--- src/rtl/lpf_pkg.sv ---
// Shared types and width helpers for the multi-channel IIR low-pass filter.
// Latency: n/a (declarations only).
// Backpressure: n/a.
package lpf_pkg;

    // Default build parameters. The S1/S2 payload struct is sized from these,
    // so lpf_mc refuses to elaborate if its own parameters disagree.
    localparam int LPF_WIDTH     = 16;
    localparam int LPF_CHANNELS  = 4;
    localparam int LPF_FRAC_W    = 8;
    localparam int LPF_MAX_SHIFT = 7;

    // Accumulator holds y * 2^FRAC_W.
    function automatic int acc_w(input int width, input int frac_w);
        return width + frac_w;
    endfunction

    // $clog2 that never returns zero, so single-entry selects stay one bit wide.
    function automatic int clog2_min1(input int n);
        return (n <= 1) ? 1 : $clog2(n);
    endfunction

    localparam int LPF_ACC_W = acc_w(LPF_WIDTH, LPF_FRAC_W);
    localparam int LPF_CH_W  = clog2_min1(LPF_CHANNELS);
    localparam int LPF_K_W   = clog2_min1(LPF_MAX_SHIFT + 1);

    // S1 carries x << FRAC_W in dat; S2 carries the difference against state.
    // Both fit ACC_W+1 signed bits.
    typedef struct packed {
        logic                        vld;
        logic [LPF_CH_W-1:0]         chan;
        logic [LPF_K_W-1:0]          k;
        logic signed [LPF_ACC_W:0]   dat;
    } pipe_t;

endpackage

--- src/rtl/lpf_mc_if.sv ---
// Sample stream bundle for lpf_mc: input and output valid/ready channels.
// Latency: n/a (wiring only).
// Backpressure: master drives in_* and out_ready; slave drives in_ready and out_*.
interface lpf_mc_if
    import lpf_pkg::*;
#(
    parameter int WIDTH     = LPF_WIDTH,
    parameter int CHANNELS  = LPF_CHANNELS,
    parameter int MAX_SHIFT = LPF_MAX_SHIFT
);
    localparam int CH_W = clog2_min1(CHANNELS);
    localparam int K_W  = clog2_min1(MAX_SHIFT + 1);

    logic             in_valid;
    logic             in_ready;
    logic [CH_W-1:0]  in_chan;
    logic [K_W-1:0]   in_shift;
    logic [WIDTH-1:0] line_in;
    logic             out_valid;
    logic             out_ready;
    logic [CH_W-1:0]  out_chan;
    logic [WIDTH-1:0] line_out;

    modport master (
        output in_valid, in_chan, in_shift, line_in, out_ready,
        input  in_ready, out_valid, out_chan, line_out
    );

    modport slave (
        input  in_valid, in_chan, in_shift, line_in, out_ready,
        output in_ready, out_valid, out_chan, line_out
    );

endinterface

--- src/rtl/lpf_state_ram.sv ---
// Per-channel filter state: CHANNELS x ACC_W register file, two async read ports, one write port.
// Latency: reads combinational, write lands on the next rising edge.
// Backpressure: none; caller gates we.
// Ports: clk, reset_n (async, active low), clear (sync zero of all entries),
//        we/waddr/wdata (write), raddr_a/rdata_a and raddr_b/rdata_b (reads).
module lpf_state_ram #(
    parameter int N  = 4,
    parameter int DW = 24,
    parameter int AW = 2
) (
    input  logic          clk,
    input  logic          reset_n,
    input  logic          clear,
    input  logic          we,
    input  logic [AW-1:0] waddr,
    input  logic [DW-1:0] wdata,
    input  logic [AW-1:0] raddr_a,
    output logic [DW-1:0] rdata_a,
    input  logic [AW-1:0] raddr_b,
    output logic [DW-1:0] rdata_b
);

    logic [DW-1:0] mem_q [N];

    always_ff @(posedge clk or negedge reset_n) begin
        if (!reset_n) begin
            for (int i = 0; i < N; i++) mem_q[i] <= '0;
        end else if (clear) begin
            for (int i = 0; i < N; i++) mem_q[i] <= '0;
        end else if (we) begin
            mem_q[waddr] <= wdata;
        end
    end

    assign rdata_a = mem_q[raddr_a];
    assign rdata_b = mem_q[raddr_b];

endmodule

--- src/rtl/lpf_mc.sv ---
// Time-multiplexed first-order IIR low-pass, y += (x - y) >>> k per channel, ACC_W-bit state.
// Latency: out_valid rises on the third rising edge counting the accepting edge; 1 sample/cycle.
// Backpressure: global stall when out_valid && !out_ready; in_ready = !stall && !clear (0 in reset).
// Ports: clk, reset_n (async, active low), clear (sync flush), bus (lpf_mc_if.slave stream).
// Build option: define LPF_ROUND_EN for round-half-up output with positive saturation.
module lpf_mc
    import lpf_pkg::*;
#(
    parameter int WIDTH     = LPF_WIDTH,
    parameter int CHANNELS  = LPF_CHANNELS,
    parameter int FRAC_W    = LPF_FRAC_W,
    parameter int MAX_SHIFT = LPF_MAX_SHIFT
) (
    input  logic    clk,
    input  logic    reset_n,
    input  logic    clear,
    lpf_mc_if.slave bus
);

    localparam int ACC_W = acc_w(WIDTH, FRAC_W);
    localparam int CH_W  = clog2_min1(CHANNELS);
    localparam int K_W   = clog2_min1(MAX_SHIFT + 1);

    // pipe_t is sized from the package constants.
    if (ACC_W != LPF_ACC_W || CH_W != LPF_CH_W || K_W != LPF_K_W) begin : g_cfg_check
        $error("lpf_mc parameters disagree with lpf_pkg payload widths");
    end

    pipe_t                    s1_q, s1_d, s2_q, s2_d;
    logic                     out_vld_q;
    logic [CH_W-1:0]          out_chan_q;
    logic [WIDTH-1:0]         line_q, line_d;
    logic                     stall, accept, chan_ok, fwd, we;
    logic [K_W-1:0]           k_clamp;
    logic [ACC_W-1:0]         rd_a, rd_b, y_prev;
    logic signed [ACC_W-1:0]  acc;
    logic signed [ACC_W:0]    rd_b_ext, step;

    assign stall        = out_vld_q && !bus.out_ready;
    assign bus.in_ready = reset_n && !clear && !stall;
    assign accept       = bus.in_valid && bus.in_ready;

    // Out-of-range channels are consumed but never enter the pipeline.
    if ((1 << CH_W) > CHANNELS) begin : g_chan_chk
        assign chan_ok = ({1'b0, bus.in_chan} < (CH_W+1)'(CHANNELS));
    end else begin : g_chan_all
        assign chan_ok = 1'b1;
    end

    if ((1 << K_W) - 1 > MAX_SHIFT) begin : g_k_clamp
        assign k_clamp = (bus.in_shift > K_W'(MAX_SHIFT)) ? K_W'(MAX_SHIFT) : bus.in_shift;
    end else begin : g_k_pass
        assign k_clamp = bus.in_shift;
    end

    always_comb begin
        s1_d      = '0;
        s1_d.vld  = accept && chan_ok;
        s1_d.chan = bus.in_chan;
        s1_d.k    = k_clamp;
        s1_d.dat  = {bus.line_in[WIDTH-1], bus.line_in, {FRAC_W{1'b0}}};
    end

    // S3 arithmetic: the new state for the channel held in S2.
    always_comb begin
        rd_b_ext = {rd_b[ACC_W-1], rd_b};
        step     = $signed(s2_q.dat) >>> s2_q.k;
        acc      = ACC_W'(rd_b_ext + step);
    end

    // The RAM still holds the old value for S2's channel until this edge,
    // so a same-channel sample in S1 takes the freshly computed result.
    assign fwd    = s2_q.vld && (s2_q.chan == s1_q.chan);
    assign y_prev = fwd ? acc : rd_a;

    always_comb begin
        s2_d     = s1_q;
        s2_d.dat = s1_q.dat - {y_prev[ACC_W-1], y_prev};
    end

`ifdef LPF_ROUND_EN
    logic signed [ACC_W:0] rnd;
    logic signed [WIDTH:0] q;
    // Only positive overflow is reachable: rounding can push just past the maximum.
    always_comb begin
        rnd    = {acc[ACC_W-1], acc} + (ACC_W+1)'(2 ** (FRAC_W - 1));
        q      = (WIDTH+1)'(rnd >>> FRAC_W);
        line_d = (!q[WIDTH] && q[WIDTH-1]) ? {1'b0, {(WIDTH-1){1'b1}}} : q[WIDTH-1:0];
    end
`else
    // acc always lies between y[n-1] and x, so the floored value fits WIDTH bits.
    always_comb begin
        line_d = WIDTH'(acc >>> FRAC_W);
    end
`endif

    assign we = !clear && !stall && s2_q.vld;

    lpf_state_ram #(
        .N  (CHANNELS),
        .DW (ACC_W),
        .AW (CH_W)
    ) u_state (
        .clk     (clk),
        .reset_n (reset_n),
        .clear   (clear),
        .we      (we),
        .waddr   (s2_q.chan),
        .wdata   (acc),
        .raddr_a (s1_q.chan),
        .rdata_a (rd_a),
        .raddr_b (s2_q.chan),
        .rdata_b (rd_b)
    );

    always_ff @(posedge clk or negedge reset_n) begin
        if (!reset_n) begin
            s1_q       <= '0;
            s2_q       <= '0;
            out_vld_q  <= 1'b0;
            out_chan_q <= '0;
            line_q     <= '0;
        end else if (clear) begin
            s1_q       <= '0;
            s2_q       <= '0;
            out_vld_q  <= 1'b0;
            out_chan_q <= '0;
            line_q     <= '0;
        end else if (!stall) begin
            s1_q      <= s1_d;
            s2_q      <= s2_d;
            out_vld_q <= s2_q.vld;
            if (s2_q.vld) begin
                out_chan_q <= s2_q.chan;
                line_q     <= line_d;
            end
        end
    end

    assign bus.out_valid = out_vld_q;
    assign bus.out_chan  = out_chan_q;
    assign bus.line_out  = line_q;

endmodule

--- src/flat_wrapper.sv ---
// flat-port wrapper written by rule: the top's interface ports become plain ports
module lpf_mc_flat import lpf_pkg::*;
#(
    parameter int WIDTH     = LPF_WIDTH,
    parameter int CHANNELS  = LPF_CHANNELS,
    parameter int FRAC_W    = LPF_FRAC_W,
    parameter int MAX_SHIFT = LPF_MAX_SHIFT
)
  (clk, reset_n, clear, bus_in_valid, bus_in_chan, bus_in_shift, bus_line_in, bus_out_ready, bus_in_ready, bus_out_valid, bus_out_chan, bus_line_out);
  lpf_mc_if #(.WIDTH(WIDTH), .CHANNELS(CHANNELS), .MAX_SHIFT(MAX_SHIFT)) bus_i ();
  input  logic clk;
  input  logic reset_n;
  input  logic clear;
  input wire logic [$bits(bus_i.in_valid)-1:0] bus_in_valid;
  input wire logic [$bits(bus_i.in_chan)-1:0] bus_in_chan;
  input wire logic [$bits(bus_i.in_shift)-1:0] bus_in_shift;
  input wire logic [$bits(bus_i.line_in)-1:0] bus_line_in;
  input wire logic [$bits(bus_i.out_ready)-1:0] bus_out_ready;
  output wire logic [$bits(bus_i.in_ready)-1:0] bus_in_ready;
  output wire logic [$bits(bus_i.out_valid)-1:0] bus_out_valid;
  output wire logic [$bits(bus_i.out_chan)-1:0] bus_out_chan;
  output wire logic [$bits(bus_i.line_out)-1:0] bus_line_out;
  assign bus_i.in_valid = bus_in_valid;
  assign bus_i.in_chan = bus_in_chan;
  assign bus_i.in_shift = bus_in_shift;
  assign bus_i.line_in = bus_line_in;
  assign bus_i.out_ready = bus_out_ready;
  assign bus_in_ready = bus_i.in_ready;
  assign bus_out_valid = bus_i.out_valid;
  assign bus_out_chan = bus_i.out_chan;
  assign bus_line_out = bus_i.line_out;
  lpf_mc #(.WIDTH(WIDTH), .CHANNELS(CHANNELS), .FRAC_W(FRAC_W), .MAX_SHIFT(MAX_SHIFT)) u_core (.clk(clk), .reset_n(reset_n), .clear(clear), .bus(bus_i));
endmodule
--- config.mk ---
export PLATFORM = sky130hd
export DESIGN_NAME = lpf_mc_flat
export DESIGN_NICKNAME = d
export VERILOG_FILES = /design/src/rtl/lpf_pkg.sv /design/src/rtl/lpf_mc_if.sv /design/src/rtl/lpf_state_ram.sv /design/src/rtl/lpf_mc.sv /design/src/flat_wrapper.sv
export SDC_FILE = /design/constraint.sdc
export NUM_CORES = 1
export LEC_CHECK = 0
export CORE_UTILIZATION = 55
export DETAILED_ROUTE_END_ITERATION = 8
export GPL_TIMING_DRIVEN = 1
export PLACE_DENSITY = 0.73
export SLEW_MARGIN = 15
export SYNTH_ARGS = -nofsm -noshare
export SYNTH_HDL_FRONTEND = slang
export SYNTH_SLANG_ARGS = --single-unit
export TNS_END_PERCENT = 30
--- constraint.sdc ---
create_clock -name clk -period 11.4 [get_ports clk]
set_input_delay 2.28 -clock clk [delete_from_list [all_inputs] [get_ports clk]]
set_output_delay 2.28 -clock clk [all_outputs]
set_load 0.01 [all_outputs]
# Yosys cells after proc, flatten, opt, wreduce, memory -nomap -nowiden
# Cells that the tools add are included.
classes:
  order_cmp: 3
  n_addsub: 2
  div_mod_pow: 0
  reduce_logical: 14
  n_shift: 1
  n_eq_ne: 2
  n_mul: 0
  muxes: 24
  bitwise: 2
ops:
  columns: ["cell", "count"]
  rows:
  - ["$mux 96", 2]
  - ["$mux 24", 6]
  - ["$mux 31", 4]
  - ["$bmux 24 s2", 2]
  - ["$bwmux 96", 1]
  - ["$demux 24 s2", 1]
  - ["$mux 16", 3]
  - ["$sshr 25x3->24", 1]
  - ["$sub 25x25->25", 1]
  - ["$add 24x24->24", 1]
  - ["$logic_and 1x1->1", 8]
  - ["$ge 3x3->1 const B", 2]
  - ["$mux 2", 3]
  - ["$not 2->3", 2]
  - ["$reduce_bool 2->1", 2]
  - ["$logic_not 1->1", 3]
  - ["$lt 3x1->1 const B", 1]
  - ["$eq 2x2->1", 1]
  - ["$mux 1", 2]
  - ["$ne 2x2->1 const B", 1]
  - ["$reduce_and 2->1", 1]
word_totals:
  ram_bits: 0
  elab_cells: 63
  latchBits: 0
  output_inout_bits: 20
  inputBits: 26
  rom_bits: 0
  ff_bits: 177
  n_memories: 0

# Depth between registers and ports, before layout
# Gate-level depths: netlist of the first run.
depth:
  ltp_word: 9
  mapped_depth: 29
  mapped_depth_nobuf: 26

# By module
# A second synthesis of the first run with hierarchy kept.
unflattened:
  hier_cells: 1018
  area_unflattened_um2: 11165.7
modules_own_cells:
  columns: ["mod", "cells_per_inst", "seq_area_each_um2", "area_each_um2", "n_inst"]
  rows:
  - ["lpf_mc", 616, 1801.7, 5736.8, 1]
  - ["lpf_state_ram", 402, 2402.3, 5429.0, 1]

# Worst setup path after synthesis of the first run
# No wires, ideal clock.
synth_timing:
  path_kind: "reg-to-reg"
  startpoint: "register u_core.s2_q[28] (netlist name)"
  endpoint: "register u_core.s2_q[22] (netlist name)"
  t_required_ps: 11279
  arrival_ps: 6025
  stages_incl_launch_ff: 27
  path_slack_ps: 5254
  period_less_slack_ps: 6146
  path_cell_list: "dfrtp_1 -> buf_2 -> buf_1 -> buf_1 -> mux4_2 -> ha_1 -> a2111oi_2 -> o21ai_1 -> a221oi_2 -> o21ai_1 -> a221o_1 -> a21oi_2 -> nor2_1 -> a211oi_2 -> xnor2_1 -> mux2i_1 -> ha_1 -> clkbuf_1 -> a21oi_1 -> o21ai_0 -> a21o_1 -> a21oi_1 -> o21bai_1 -> a21oi_1 -> o21ai_1 -> xnor2_1 -> a22o_1"
synth_via:
  elab_chain_len: 9
  elab_cells_between_ends: 11
synth_lines:
  columns: ["item", "line_no", "source"]
  rows:
  - ["start, declared", "lpf_mc.sv:29", "pipe_t s1_q, s1_d, s2_q, s2_d;"]
  - ["start signal, assigned", "lpf_mc.sv:119", "s2_q <= '0;"]
  - ["start signal, assigned", "lpf_mc.sv:125", "s2_q <= '0;"]
  - ["start signal, assigned", "lpf_mc.sv:131", "s2_q <= s2_d;"]
  - ["$not 2->3 (implied by the code)", "lpf_state_ram.sv:36", "assign rdata_b = mem_q[raddr_b];"]
  - ["$bmux 24 s2", "lpf_state_ram.sv:36", null]
  - ["$mux 24 (implied by the code) (2 in a row)", "lpf_state_ram.sv:36", null]
  - ["$add 24x24->24", "lpf_mc.sv:68", "acc = ACC_W'(rd_b_ext + step);"]
  - ["$mux 24 (*)", "lpf_mc.sv:74", "assign y_prev = fwd ? acc : rd_a;"]
  - ["$sub 25x25->25 (*)", "lpf_mc.sv:78", "s2_d.dat = s1_q.dat - {y_prev[ACC_W-1], y_prev};"]
  - ["$mux 31 (*)", "lpf_mc.sv:129", "end else if (!stall) begin"]
  - ["$mux 31 (*)", "lpf_mc.sv:123", "end else if (clear) begin"]
# Mark *: on every way between the ends. The rest lies on a longest branch, timed or not. The select of a mux whose other input is x is not followed.
# A chain may end at the register's enable or synchronous reset.

# Worst setup path in the final report of the first run
layout_timing:
  startpoint: "input bus_out_ready"
  endpoint: "output bus_in_ready"
layout_via:
  elab_chain_len: 4
layout_lines:
  columns: ["item", "line_no", "source"]
  rows:
  - ["start, declared", "flat_wrapper.sv:18", "input wire logic [$bits(bus_i.out_ready)-1:0] bus_out_ready;"]
  - ["$logic_not 1->1", "lpf_mc.sv:39", "assign stall = out_vld_q && !bus.out_ready;"]
  - ["$logic_and 1x1->1", "lpf_mc.sv:39", null]
  - ["$logic_not 1->1", "lpf_mc.sv:40", "assign bus.in_ready = reset_n && !clear && !stall;"]
  - ["$logic_and 1x1->1", "lpf_mc.sv:40", null]
  - ["end, declared", "flat_wrapper.sv:19", "output wire logic [$bits(bus_i.in_ready)-1:0] bus_in_ready;"]
# Every way passes these cells.

==> reports/metrics.csv, run 1 <==
metric,value,unit
outcome,"complete, no violations",
start_util,0.5697,
post-place-cells,1174,
layout.cells.non_filler,1206,
r2r-start,u_core.s2_q[26]$_DFFE_PN0P_,
r2r_end,u_core.s2_q[22]$_DFFE_PN0P_,
min_delay_worst_endpoint,u_core.bus.line_out[4]$_DFFE_PN0P_,
grt_pass1_vias,7921,
synth_commonest_cells,"dfrtp_1, a22o_1, nand2_1",
rrSetupSlack,4.61,ns
fp-row-count,49,
insertion_delay,0.44,ns
cpPeakStageDelay,0.53,ns
tightest_slew,1.124,ns
post_synth_num_cell_types,65,
peakVddDrop,0.0001098,V
rsz0062_at_grt,no,
grtUsageTotal,0.2939,
crit_chain,clkdlybuf4s50_1 > nand2b_1 > nor2b_4 > buf_4 > and2_1 > clkdlybuf4s50_1,
cp_num_buf_inv,3,
syn_area_per_cell,10.95,um2
grt_max_degree,64,
async_reset_ff_frac,1.000,
arrival,4.53,ns
synth_top_family_by_area,compound AO/OA/AOI/OAI gates,
gr-total-overflow,0,
clk_pin_slew_worst_paths,0.07,ns
die_h,139.3,um
dp_hpwl,18460,um
hold_class,register to register,
antenna_found_initial,0,
synthFlopType,dfrtp_1,
power_frac_comb,0.183,
critical_path_class,input port to output port,
core_area,18210,um2
fmax,146.9,MHz
critPathTopFamily,buffers and inverters,
cts_setup_buffers,0,
max_slew_margin,0.2480,
postRouteAntennaNets,0,
p_switching,0.4407,mW
cts_sinks,168,
cts_resized,0,
hold_buffers,0,
hold_depth,1,
cts_htree_levels,4,
antenna_cells,0,
multi_input_area,5874,um2
worstRegToRegCells,26,
end_kind,output port,
firstDrtPassIters,7,
worstHoldStart,u_core.bus.line_out[4]$_DFFE_PN0P_,
numCtsBuffers,17,
fin_setup_tns,0,ns
die-area,19410,um2
nets,1031,
synth-simple-area-share,0.08925,
p_clk_frac,0.396,
root_buffer,clkbuf_16,
ys_seq_elements,168,
synth_compound_area_frac,0.2274,
grt_pass1_wl,43820,um
yosysTopAreaCellShare,0.4053,
fin_skew,0.01207,ns
critPathLaunchType,input port,
filler_cell_count,1435,
synth.area.top_cells,"dfrtp_1, mux4_2, a22o_1",
port_buffers,45,
viasPerCell,6.662,
finalPower,1.501,mW
drv_cap,0,
gp_congestion,0.9271,
report.final.slew_viol_count,0,
p_seq_frac,0.421,
yosysMostFrequentCell,dfrtp_1,
vias,8034,
power_switching_share,0.2936,
postSynthCellCount,947,
avgRoutedWirePerCell,22.74,um
syn-cell-area,10370,um2
crit_path_top_delay_cell,clkdlybuf4s50_1,
dieWidth,139.3,um
power.density,129.2,nW/um2
synth.area.mux_share,0.1617,
cp.required,9.12,ns
cp_common_cell,clkdlybuf4s50_1,
min_period_over_period,0.5973,
fin_crit,6.809,ns
ff_latch_area,4207,um2
yosysSeqAreaShare,0.4053,
synth_edf_count,0,
syn_nets,1014,
p_leak,5.281,nW
synthAdderAreaFrac,0.05017,
synthXorXnorAreaFrac,0.03462,
io_pins,46,
drive_above_1_share,0.1546,
clk_path_buf_depth,2,
yosysWarningCount,0,
syn2layout_area_growth,12.00,%
drt_wl_total,27420,um
route.detailed.drc,0,
synth.largest_area_cell,dfrtp_1,
cts_tree,yes,
crit_fanout,56,
final-setup-viol-count,0,
drtIter0Drc,699,
p_int,1.060,mW
finalHoldViolCount,0,
final cells by class:
cell class	instances	share of cell area
clock buffer	21	0.03963
clock inverter	11	0.01174
inverter	18	0.005815
multi-input combinational	696	0.5056
sequential	168	0.3621
tap	229	0.02466
timing repair buffer	63	0.05051
cells in the final DEF (no fill, tap or decap), types with 6 or more instances in the layout:
cell type	instances
a21o_1	20
a21oi_1	53
a21oi_2	6
a22o_1	127
and2_1	7
and3_1	9
buf_4	18
clkbuf_16	17
clkdlybuf4s50_1	44
dfrtp_1	166
ha_1	40
inv_1	17
mux2_2	20
mux2i_1	27
mux4_2	52
nand2_1	82
nand2b_1	10
nand3_1	8
nor2_1	41
nor2b_1	6
nor3_1	14
o21ai_0	45
o21ai_1	9
o21bai_1	12
xnor2_1	31
xor2_1	10
worst max-delay path by stage:
stage / to / slack, ns / from / cells after the start
2_1_floorplan: u_core.s2_q[22]$_DFFE_PN0P_ / 5.25 / u_core.s2_q[28]$_DFFE_PN0P_ / 26
3_3_place_gp: bus_in_ready / 4.63 / bus_out_ready / 6
3_5_place_dp: bus_in_ready / 4.63 / bus_out_ready / 6
4_1_cts: bus_in_ready / 4.63 / bus_out_ready / 6
5_1_grt: u_core.s2_q[22]$_DFFE_PN0P_ / 4.16 / u_core.s2_q[26]$_DFFE_PN0P_ / 26
6_report: bus_in_ready / 4.59 / bus_out_ready / 6
metal layers:
layer / track usage / vias to the layer above / share of wire / wire, um
met5: 0 / - / 0 / 0
met4: 0.08713 / 0 / 0.016 / 449
met3: 0.06779 / 40 / 0.079 / 2172
met2: 0.4375 / 324 / 0.45 / 12210
met1: 0.4291 / 4018 / 0.46 / 12590
li1: - / 3652 / - / -
registers in the layout, summed over array words and instances (netlist names):
signal	cells
u_core.s2_q	31
u_core.u_state.mem_q	96
u_core.bus.out_valid	1
u_core.bus.line_out	16
u_core.s1_q	22
u_core.bus.out_chan	2
kinds of logic after synthesis:
kind of cell               after synthesis
AOI/OAI and AO/OA                      317
xor gates and xnor gates                41
adders and majority gates               41
buffers and inverters                   83
DFF                                    168
muxes                                  100
and+or+nand+nor                        197
per-stage QoR:
step	hold WS (ns)	cell area [um2]	worst slack, ns	utilization
final	0.4821	11620	4.591	0.6381
after CTS	0.4847	11620	4.635	0.6381
after global routing	0.5008	11620	4.155	0.6381
after floorplan	0.4609	10370	5.254	-
after detailed placement	0.4631	11020	4.630	0.6053
after global placement	0.4646	11020	4.634	0.6053
power by group through the flow:
stage | combinational [mW] | clock, mW | sequential (mW)
5_1_grt | 0.299 | 0.626 | 0.634
3_3_place_gp | 0.266 | 0 | 0.643
4_1_cts | 0.272 | 0.600 | 0.632
2_1_floorplan | 0.192 | 0 | 0.635
3_5_place_dp | 0.269 | 0 | 0.642
6_report | 0.274 | 0.595 | 0.632
Note: power is estimated with default switching activity, not from simulation.
==> inputs of run 2 (changes only) <==
Clock period 11.4 ns to 6.5 ns, I/O delays scaled along.
==> run 2 against run 1 <==
Effect of this change: worst setup slack worse by 4.1 ns; power up 76%; routed wire length up 0.94%; sequential power up 76%; clock skew down 0.00052 ns; register-to-register slack worse by 4.1 ns; via count up 0.95%; global-route usage up 0.22 points; core utilization up 0.41 points; combinational power up 77%; clock-buffer cell count down 2; first-iteration DRC count up 8.9%; critical path type is now register to register; highest routed layer unchanged.
==> reports/metrics.csv, run 2 (same netlist as run 1, synthesis figures left out) <==
metric,value,unit
largest_reg_flops,96,
top_regs,"u_core.u_state.mem_q (96), u_core.s2_q (31), u_core.s1_q (22)",
viasPerCell,6.669,
die-area,19410,um2
hold_class,register to register,
mostFrequentLayoutCell,dfrtp_1,
grtUsageTotal,0.2961,
grt_max_degree,73,
fin_crit,6.024,ns
firstDrtPassIters,5,
avgRoutedWirePerCell,22.76,um
peakVddDrop,0.0002242,V
port_buffers,45,
drv_cap,0,
fin_setup_tns,0,ns
root_buffer,clkbuf_16,
insertion_delay,0.43,ns
clk_pin_slew_worst_paths,0.07,ns
grt_pass1_vias,8038,
final-setup-viol-count,0,
fin_skew,0.01155,ns
fp-row-count,49,
gp_congestion,0.9552,
power.density,225.6,nW/um2
core_area,18210,um2
dieWidth,139.3,um
report.final.slew_viol_count,0,
antenna_found_initial,0,
dp_hpwl,19210,um
die_h,139.3,um
grt_pass1_wl,44350,um
gr-total-overflow,0,
vias,8110,
syn2layout_area_growth,12.72,%
crit_fanout,14,
finalHoldViolCount,0,
p_leak,5.346,nW
start_util,0.5697,
cts_htree_levels,4,
fmax,166.0,MHz
clk_path_buf_depth,2,
critPathLaunchType,register,
setup_ws,0.4764,ns
drtIter0Drc,761,
postRouteAntennaNets,0,
max_slew_margin,0.3008,
nets,1041,
arrival,6.34,ns
critical_path_class,register to register,
min_period_over_period,0.9267,
io_pins,46,
cts_setup_buffers,0,
drt_wl_total,27680,um
antenna_cells,0,
tightest_slew,1.045,ns
pre_cts_ws,0.2993,ns
post-route-util,0.6422,
outcome,"complete, no violations",
numCtsBuffers,17,
cts_tree,yes,
holdWs,0.4807,ns
cts_sinks,168,
cp.required,6.82,ns
end_kind,register,
route.detailed.drc,0,
top_register,u_core.u_state.mem_q,
drive_above_1_share,0.1641,
mostFrequentLayoutCells,"dfrtp_1, a22o_1, nand2_1",
rsz0062_at_grt,no,
[run 2: repair_timing]
action / 4_1_cts / 5_1_grt
resized for setup: 0 / 2
hold buffers: 0 / 0
hold endpoints to repair: 0 / 0
endpoints found under the setup margin: 0 / 3
[run 2: cell type report]
| class | instances | area [um2] |
|---|---|---|
| sequential | 168 | 4208 |
| inverter | 18 | 67.56 |
| fill | 1457 | 6515 |
| timing repair buffer | 73 | 661.9 |
| clock buffer | 19 | 432.9 |
| multi-input combinational | 696 | 5879 |
| tap | 229 | 286.5 |
| clock inverter | 13 | 157.7 |
[run 2: worst paths after layout]
kind / slack (ns) / cells after the start / start / endpoint
max: 0.48 / 26 / u_core.s2_q[26]$_DFFE_PN0P_ / u_core.s2_q[22]$_DFFE_PN0P_
min: 0.48 / 1 / u_core.bus.line_out[4]$_DFFE_PN0P_ / u_core.bus.line_out[4]$_DFFE_PN0P_
max reg2reg: 0.48 / 26 / u_core.s2_q[26]$_DFFE_PN0P_ / u_core.s2_q[22]$_DFFE_PN0P_
min reg2reg: 0.48 / 1 / u_core.bus.line_out[4]$_DFFE_PN0P_ / u_core.bus.line_out[4]$_DFFE_PN0P_
max in group asynchronous: 4.42 / 2 / reset_n / u_core.u_state.mem_q[4]$_DFFE_PN0P_
min in group asynchronous: 0.81 / 1 / reset_n / u_core.s1_q[20]$_DFFE_PN0P_
[run 2: metrics by stage]
step / total power, mW / area, um2 / cells
6_report: 2.638 / 11690 / 1216
5_1_grt: 2.737 / 11690 / 1216
4_1_cts: 2.640 / 11690 / 1216
3_5_place_dp: 1.608 / 11090 / 1184
3_3_place_gp: 1.603 / 11090 / 1184
2_1_floorplan: 1.450 / 10370 / 947
[run 2: worst max-delay path, cell delays in order (launching register included)]
cell      delay, ns
dfrtp_2        0.55
mux2_2         0.40
nor2_1         0.09
a21oi_1        0.06
a21oi_1        0.30
inv_1          0.08
ha_1           0.31
a211oi_2       0.35
o21ai_1        0.16
a221oi_2       0.30
o21ai_1        0.19
a221o_1        0.39
a21oi_2        0.22
nor2_1         0.08
a211oi_2       0.28
xnor2_2        0.24
mux2i_1        0.20
ha_1           0.43
a21oi_1        0.19
o21ai_0        0.12
a21o_1         0.19
a21oi_1        0.16
o21bai_1       0.08
a21oi_1        0.15
o21ai_1        0.09
xnor2_1        0.13
a22o_1         0.17
[run 2: per-layer routing]
metal  global-route usage  part of all wire  vias up
li1                     -                 -     3662
met2               0.4409              0.45      303
met5                    0                 0        -
met3              0.06986             0.074       24
met4              0.07018             0.013        0
met1               0.4377              0.46     4121
[run 2: where the power goes]
| group | switching (mW) | internal [mW] |
|---|---|---|
| Combinational | 0.288 | 0.198 |
| Sequential | 0.0378 | 1.08 |
| Clock | 0.460 | 0.578 |
==> inputs of run 3 (changes only) <==
Settings changed: SLEW_MARGIN 15 to 20.
==> results of run 3 <==
The final DEF is identical to that of run 2; final timing and power are the same.
